$ cat src/rtl/counter_pkg.sv
// Shared constants for the up/down counter slice: direction encoding and default sizing.
package counter_pkg;

    localparam logic DIR_UP   = 1'b1;
    localparam logic DIR_DOWN = 1'b0;

    localparam int unsigned DEFAULT_WIDTH    = 8;
    localparam int unsigned DEFAULT_PRESCALE = 1;

endpackage : counter_pkg

$ cat src/rtl/counter_prescaler.sv
// Enable prescaler: asserts tick on every PRESCALE-th enabled cycle; tick follows en when PRESCALE=1.
module counter_prescaler
    import counter_pkg::*;
#(
    parameter int unsigned PRESCALE = DEFAULT_PRESCALE
) (
    input  logic clk,
    input  logic rst,
    input  logic clr,
    input  logic en,
    output logic tick
);

    // A 1-bit phase that never leaves 0 covers PRESCALE=1 without a separate code path.
    localparam int unsigned PW   = (PRESCALE > 1) ? $clog2(PRESCALE) : 1;
    localparam logic [PW-1:0] LAST = PW'(PRESCALE - 1);

    logic [PW-1:0] phase;
    logic [PW-1:0] phase_d;

    always_comb begin
        phase_d = phase;
        if (clr) begin
            phase_d = '0;
        end else if (en) begin
            phase_d = (phase == LAST) ? '0 : phase + PW'(1);
        end
    end

    always_ff @(posedge clk or posedge rst) begin
        if (rst) begin
            phase <= '0;
        end else begin
            phase <= phase_d;
        end
    end

    assign tick = en && (phase == LAST);

endmodule : counter_prescaler

$ cat src/rtl/updn_counter.sv
// Modulo-(MAX_VAL+1) up/down counter with load, clear, prescaled enable, tc pulse and sticky ovf.
// Define UPDN_COUNTER_SAT_EN to saturate at the ends instead of wrapping.
module updn_counter
    import counter_pkg::*;
#(
    parameter int unsigned WIDTH    = DEFAULT_WIDTH,
    parameter int unsigned MAX_VAL  = (2 ** WIDTH) - 1,
    parameter int unsigned PRESCALE = DEFAULT_PRESCALE
) (
    input  logic             clk,
    input  logic             rst,
    input  logic             clr,
    input  logic             en,
    input  logic             up,
    input  logic             load,
    input  logic [WIDTH-1:0] load_val,
    input  logic             ovf_clr,
    output logic [WIDTH-1:0] count,
    output logic             tc,
    output logic             ovf
);

    localparam logic [WIDTH-1:0] TOP = WIDTH'(MAX_VAL);

    logic             tick;
    logic             wrap;
    logic [WIDTH-1:0] count_d;
    logic             tc_d;
    logic             ovf_d;

    // Clear and load both restart the prescaler phase.
    counter_prescaler #(
        .PRESCALE (PRESCALE)
    ) u_prescaler (
        .clk  (clk),
        .rst  (rst),
        .clr  (clr | load),
        .en   (en),
        .tick (tick)
    );

    // Priority: clr > load > step > hold.
    always_comb begin
        count_d = count;
        wrap    = 1'b0;
        if (clr) begin
            count_d = '0;
        end else if (load) begin
            count_d = (load_val > TOP) ? TOP : load_val;
        end else if (tick) begin
            if (up == DIR_UP) begin
                if (count >= TOP) begin
                    wrap = 1'b1;
`ifdef UPDN_COUNTER_SAT_EN
                    count_d = TOP;
`else
                    count_d = '0;
`endif
                end else begin
                    count_d = count + WIDTH'(1);
                end
            end else begin
                if (count == '0) begin
                    wrap = 1'b1;
`ifdef UPDN_COUNTER_SAT_EN
                    count_d = '0;
`else
                    count_d = TOP;
`endif
                end else begin
                    count_d = count - WIDTH'(1);
                end
            end
        end
        tc_d  = wrap;
        ovf_d = wrap ? 1'b1 : (ovf_clr ? 1'b0 : ovf);
    end

    always_ff @(posedge clk or posedge rst) begin
        if (rst) begin
            count <= '0;
            tc    <= 1'b0;
            ovf   <= 1'b0;
        end else begin
            count <= count_d;
            tc    <= tc_d;
            ovf   <= ovf_d;
        end
    end

endmodule : updn_counter
$ cat config.mk
export PLATFORM = sky130hd
export DESIGN_NAME = updn_counter
export DESIGN_NICKNAME = d
export VERILOG_FILES = /design/src/rtl/counter_pkg.sv /design/src/rtl/counter_prescaler.sv /design/src/rtl/updn_counter.sv
export SDC_FILE = /design/constraint.sdc
export NUM_CORES = 1
export LEC_CHECK = 0
export ABC_AREA = 1
export CAP_MARGIN = 20
export CORE_AREA = 2 2 61 51
export CTS_CLUSTER_DIAMETER = 50
export CTS_CLUSTER_SIZE = 28
export DETAILED_ROUTE_END_ITERATION = 12
export DIE_AREA = 0 0 63 53
export GPL_TIMING_DRIVEN = 0
export PLACE_DENSITY = 0.77
export REMOVE_ABC_BUFFERS = 1
export SYNTH_ARGS = -nofsm -noshare
export SYNTH_HDL_FRONTEND = slang
export SYNTH_SLANG_ARGS = --single-unit
$ cat constraint.sdc
create_clock -name clk -period 1.75 [get_ports clk]
set_input_delay 0.2625 -clock clk [delete_from_list [all_inputs] [get_ports clk]]
set_output_delay 0.2625 -clock clk [all_outputs]
set_load 0.03 [all_outputs]
==> metrics, run 1 <==
total grt overflow=0; post-synthesis cell type count=26; worst vdd ir=0.000386 V; core area=2700 um^2; final WL=2.46 mm; LEAKAGE=0.640 nW; Flop pwr share=0.392; relative slew slack=0.622; largest net degree at the start of global routing=12; Clock Skews=0.528 ps; Max Cap Viol=0; Synth top area share=0.239; DRT Pass-1 Iters=4; DR iter-0 viols=79; Area Overhead vs Synth=22.1%; vias in the first global route=881; vias per cell=4.79; vias=1039; max-slew violation count=0; final net count=199; Worst-Skew Late Latency=260 ps; P_int=0.458 mW; worst hold slack=271 ps; FMAX=622 MHz; WL met2=1.08 mm; most common cell after layout, fill and taps aside=nand2_1; Critical Path Sink Type=flop; ANT cells=0; row count=17; Worst-path clk slew=60 ps; setup tns final=0 ps; Synth area leader=dfrtp_1; M1 WL=1.18 mm; Synth Cell Area=1050 um^2; RSZ-0062 raised after global routing=false; Port Buffers=24; critical path required time=1910 ps; Switch Pwr=0.312 mW; most frequent cells in the layout=61 x nand2_1, 24 x nand3_1, 16 x clkdlybuf4s50_1; Sw Share=0.405; post-synthesis register bit count=10; top sig layer=met3; routed length on met3=193 um; non-filler cells, final=217; Gate power share=0.404; Hold Crit Class=input port to asynchronous set/reset pin; cts hold-fix bufs=0; Max H-tree Level=1; WS Path Type=flop to flop; fin crit share=0.918; share of cells above drive strength 1=0.140; Seq/Total Area, Yosys=0.239; Max Fanout on Critical Path=7; Syn. warnings=0; global-route wire length before repair=4.05 mm; CP Launch Type=flop; status=finished, final reports clean; syn_area_per_cell=6.59 um^2; final worst path period need=1610 ps; GPL Wtd Cong=0.834; post-DR wirelength/cell=11.3 um; DRC Markers=0; largest cells by area after synthesis=dfrtp_1 24%, nand2_1 22%, nand3_1 11%; Final Core Density=0.474; pwr/cell area=602 nW/um^2; CTS Buf Count=3; DIE HEIGHT=53 um; Final ANT Viol Nets=0; crit path DAT=1760 ps; Slew @ Worst Pin=565 ps; Root Buffer=clkbuf_4; power share of the clock group=0.204; IO Pins=25; Fin. Hold Viols=0; Design Power=0.770 mW; TritonCTS Sinks=10; CTS tree=built; Die Wd=63 um; detailed placement HPWL=1.82 mm; gr usage total=0.159; Synth Instances=159; setup violators final=0; die area=3340 um^2; Cells after DPL=214; Initial Utilization=0.388; Clock Path Buffers=2; antenna violations before repair=0
## flip-flops by register name, indices dropped and copies added (netlist names)
register	count
count	8
ovf	1
tc	1
## layer usage
| metal | vias up | GRT usage |
|---|---|---|
| li1 | 547 | - |
| met1 | 454 | 0.216 |
| met2 | 38 | 0.254 |
| met3 | 0 | 0.0489 |
| met4 | 0 | 0.0222 |
| met5 | - | 0 |
## stage by stage
stage	worst slack (ps)	cell area [um^2]
floorplan	116	973
global placement	45.5	1260
detailed placement	26.8	1260
CTS	12.9	1280
global route	29.5	1280
finish	143	1280
## final cells by class
| class | instances | area (um^2) |
|---|---|---|
| timing repair buffer | 24 | 234 |
| clock buffer | 3 | 22.5 |
| tap | 38 | 47.5 |
| inverter | 16 | 61.3 |
| fill | 284 | 1420 |
| multi-input combinational | 126 | 662 |
| sequential | 10 | 253 |
## what timing repair did
item,in CTS,in global routing
pin swaps,0,0
buffers inserted,0,0
setup endpoints to repair,7,1
resized for setup,9,1
## synth_stat cells, drive strengths merged
master and instances:
clkinv 2, nand2 64, nand3 26, xnor2 1, nor2 18, o41ai 1
a21oi 3, buf 7, o21ai 6, ha 3, o22ai 1, dfrtp 10
inv 14, a22o 1, o21bai 1, nor3 1
## worst max-delay path: stages, from the launching register on
cell	delay (ps)
dfrtp_1	510
ha_1	280
nand2_4	90
nor2_4	110
nand3_1	150
nand2_1	100
nand3_1	70
a22o_1	180
## kinds of logic after synthesis
logic type | synth area share
buf+inv | 0.130
fa+ha+maj | 0.0358
compound gates | 0.0728
flops | 0.239
simple gates | 0.514
xor+xnor | 0.00835
## power groups by stage
stage	sequential [mW]	combinational, mW	clock, mW
finish	0.302	0.311	0.157
global route	0.308	0.348	0.166
CTS	0.303	0.312	0.160
detailed placement	0.307	0.319	0
global placement	0.307	0.316	0
floorplan	0.330	0.181	0
## final timing paths
| kind | start | slack (ps) | cells past startpoint | endpoint |
|---|---|---|---|---|
| worst max-delay path | count[1] | 140 | 7 | count[0] |
| worst min-delay path | rst | 270 | 2 | count[7] |
| worst min register to register | ovf | 530 | 2 | ovf |
| worst max register to register | count[1] | 140 | 7 | count[0] |
| max in group asynchronous | rst | 1190 | 2 | count[2] |
| min in group clk | ovf | 530 | 2 | ovf |
No activity file was read; power rests on OpenSTA's default activity.
==> run 2, diff against run 1 <==
--- a/config.mk
+++ b/config.mk
@@ -7,14 +7,17 @@
 export LEC_CHECK = 0
 export ABC_AREA = 1
 export CAP_MARGIN = 20
-export CORE_AREA = 2 2 61 51
+export CORE_AREA = 2 2 58 49
 export CTS_CLUSTER_DIAMETER = 50
 export CTS_CLUSTER_SIZE = 28
 export DETAILED_ROUTE_END_ITERATION = 12
-export DIE_AREA = 0 0 63 53
+export DIE_AREA = 0 0 60 51
 export GPL_TIMING_DRIVEN = 0
-export PLACE_DENSITY = 0.77
+export MAX_ROUTING_LAYER = met4
+export PLACE_DENSITY = 0.78
 export REMOVE_ABC_BUFFERS = 1
+export SLEW_MARGIN = 25
 export SYNTH_ARGS = -nofsm -noshare
 export SYNTH_HDL_FRONTEND = slang
+export SYNTH_HIERARCHICAL = 1
 export SYNTH_SLANG_ARGS = --single-unit
==> metrics, run 2 <==
register with the most flip-flops=count; TritonCTS Sinks=10 (unchanged); pwr/cell area=623 nW/um^2 (+3.6%); Initial Utilization=0.367 (-0.0216); Clock Path Buffers=2 (unchanged); Area Overhead vs Synth=28.2%; Fin. Hold Viols=0 (unchanged); Sw Share=0.402 (-0.00393); row count=17 (unchanged); vias=1021 (-1.7%); Reg2Reg Capture Point=count[3]; LEAKAGE=0.636 nW (-0.61%); crit-path leading delay family=buffers and inverters; setup tns final=0 ps (unchanged); power share of the clock group=0.212 (+0.008); DR iter-0 viols=29 (-63%); final WL=2.23 mm (-9.6%); setup violators final=0 (unchanged); Synth Cell Area=943 um^2 (-10%); final worst path period need=1590 ps (-17.5 ps); Largest regs=count: 8 flops, ovf: 1 flops, tc: 1 flops; CP max-delay cell=clkdlybuf4s50_1; Root Buffer=clkbuf_4; Max Fanout on Critical Path=4 (-3); top sig layer=met4; gr usage total=0.170 (+0.0114); final net count=202 (+1.5%); Slew @ Worst Pin=476 ps (-88.7 ps); most common cell after layout, fill and taps aside=nand2_1; Gate power share=0.397 (-0.007); vias in the first global route=857 (-2.7%); worst hold slack=276 ps (+5.01 ps); max-slew violation count=0 (unchanged); Setup crit end=count[0]; FMAX=629 MHz (+1.1%); M1 WL=1.08 mm (-8.7%); WS Path Type=flop to output port; syn_area_per_cell=5.82 um^2 (-12%); post-DR wirelength/cell=10.1 um (-11%); largest net degree at the start of global routing=17 (+5); fin crit share=0.908 (-0.0100); detailed placement HPWL=1.71 mm (-6.1%); crit path DAT=1330 ps (-430 ps); Clock Skews=6.94 ps (+6.41 ps); delay of the slowest cell on the worst path=680 ps (+170 ps); DRT Pass-1 Iters=4 (unchanged); most frequent cells in the layout=62 x nand2_1, 26 x nor2_1, 17 x clkdlybuf4s50_1; Reg2Reg Setup Slack=160 ps (+20 ps); critical path required time=1490 ps (-420 ps); Critical Path Sink Type=output port; Buf+Inv Stages, Crit Path=1 (+1); Synth Instances=162 (+1.9%); ANT cells=0 (unchanged); Final ANT Viol Nets=0 (unchanged); max reg flops=8 (unchanged); Worst-path clk slew=70 ps (about the same); total grt overflow=0 (unchanged); CP Launch Type=flop; reg2reg path depth=10 (+3); global-route wire length before repair=3.80 mm (-6.1%); DRC Markers=0 (unchanged); RSZ-0062 raised after global routing=false; Switch Pwr=0.303 mW (-3.0%); CTS Buf Count=3 (unchanged); Max H-tree Level=1 (unchanged); Flop pwr share=0.391 (about the same); routed length on met3=137 um (-29%); share of cells above drive strength 1=0.0659 (-0.0737); GPL Wtd Cong=0.881 (+5.7%); IO Pins=25 (unchanged); P_int=0.451 mW (-1.4%); Port Buffers=24 (unchanged); worst path cell trace=clkdlybuf4s50_1; CTS tree=built; Syn. warnings=6 (+6); Die Wd=60 um (-4.8%); DIE HEIGHT=51 um (-3.8%); antenna violations before repair=0 (unchanged); WL met2=988 um (-8.7%); relative slew slack=0.682 (+0.0609); core area=2570 um^2 (-4.7%); critical path startpoint=count[0]; Reg2Reg Launch Point=count[1]; FILL cells=277 (-2.5%); worst vdd ir=0.000244 V (-37%); Max Cap Viol=0 (unchanged); Worst-Skew Late Latency=270 ps (about the same); status=finished, final reports clean; WP depth=1 (-6); die area=3060 um^2 (-8.4%); vias per cell=4.64 (-3.1%); Hold Crit Class=input port to asynchronous set/reset pin
-- run 2: repair_timing --
item | in CTS | in global routing
buffers inserted | 0 | 0
hold buffers | 0 | 0
resized for setup | 5 | 2
setup endpoints to repair | 5 | 3
-- run 2: worst min path at each step --
stage	slack [ps]	cells after the start	end
3_3_place_gp	530	2	ovf
5_1_grt	340	2	count[3]
4_1_cts	280	2	count[3]
6_report	280	2	count[3]
3_5_place_dp	530	2	ovf
2_1_floorplan	100	1	count[0]
-- run 2: per-stage QoR --
| stage | instances | worst slack, ps | power, mW | utilization | instance area, um^2 |
|---|---|---|---|---|---|
| after detailed placement | 217 | 116 | 0.608 | 0.462 | 1190 |
| after global placement | 217 | 126 | 0.603 | 0.462 | 1190 |
| after CTS | 220 | 40.8 | 0.761 | 0.468 | 1200 |
| after global routing | 220 | 1.81 | 0.820 | 0.470 | 1210 |
| after floorplan | 155 | 164 | 0.492 | - | 901 |
| final | 220 | 160 | 0.754 | 0.470 | 1210 |
-- run 2: power by group through the flow --
stage / combinational, mW / sequential [mW] / clock, mW
after CTS: 0.302 / 0.294 / 0.165
after detailed placement: 0.309 / 0.299 / 0
after global routing: 0.336 / 0.299 / 0.184
after floorplan: 0.164 / 0.328 / 0
final: 0.300 / 0.295 / 0.160
after global placement: 0.303 / 0.300 / 0
-- run 2: final cells by class --
cell class	count	area [um^2]	share of cell area
sequential	10	250	0.207
tap	38	47.5	0.0393
multi-input combinational	130	594	0.491
clock buffer	3	22.5	0.0186
inverter	15	56.3	0.0465
timing repair buffer	24	239	0.198
-- run 2: routing by layer --
layer / track usage / vias up
met5: - / -
met4: 0.0778 / 0
met1: 0.231 / 445
met3: 0.0304 / 2
li1: - / 539
met2: 0.245 / 35
==> run 3, diff against run 2 <==
--- a/config.mk
+++ b/config.mk
@@ -6,7 +6,7 @@
 export NUM_CORES = 1
 export LEC_CHECK = 0
 export ABC_AREA = 1
-export CAP_MARGIN = 20
+export CAP_MARGIN = 5
 export CORE_AREA = 2 2 58 49
 export CTS_CLUSTER_DIAMETER = 50
 export CTS_CLUSTER_SIZE = 28
@@ -21,3 +21,4 @@
 export SYNTH_HDL_FRONTEND = slang
 export SYNTH_HIERARCHICAL = 1
 export SYNTH_SLANG_ARGS = --single-unit
+export TNS_END_PERCENT = 1
==> results of run 3 <==
Same layout as run 2: the final DEF is identical, and so are final timing and power.
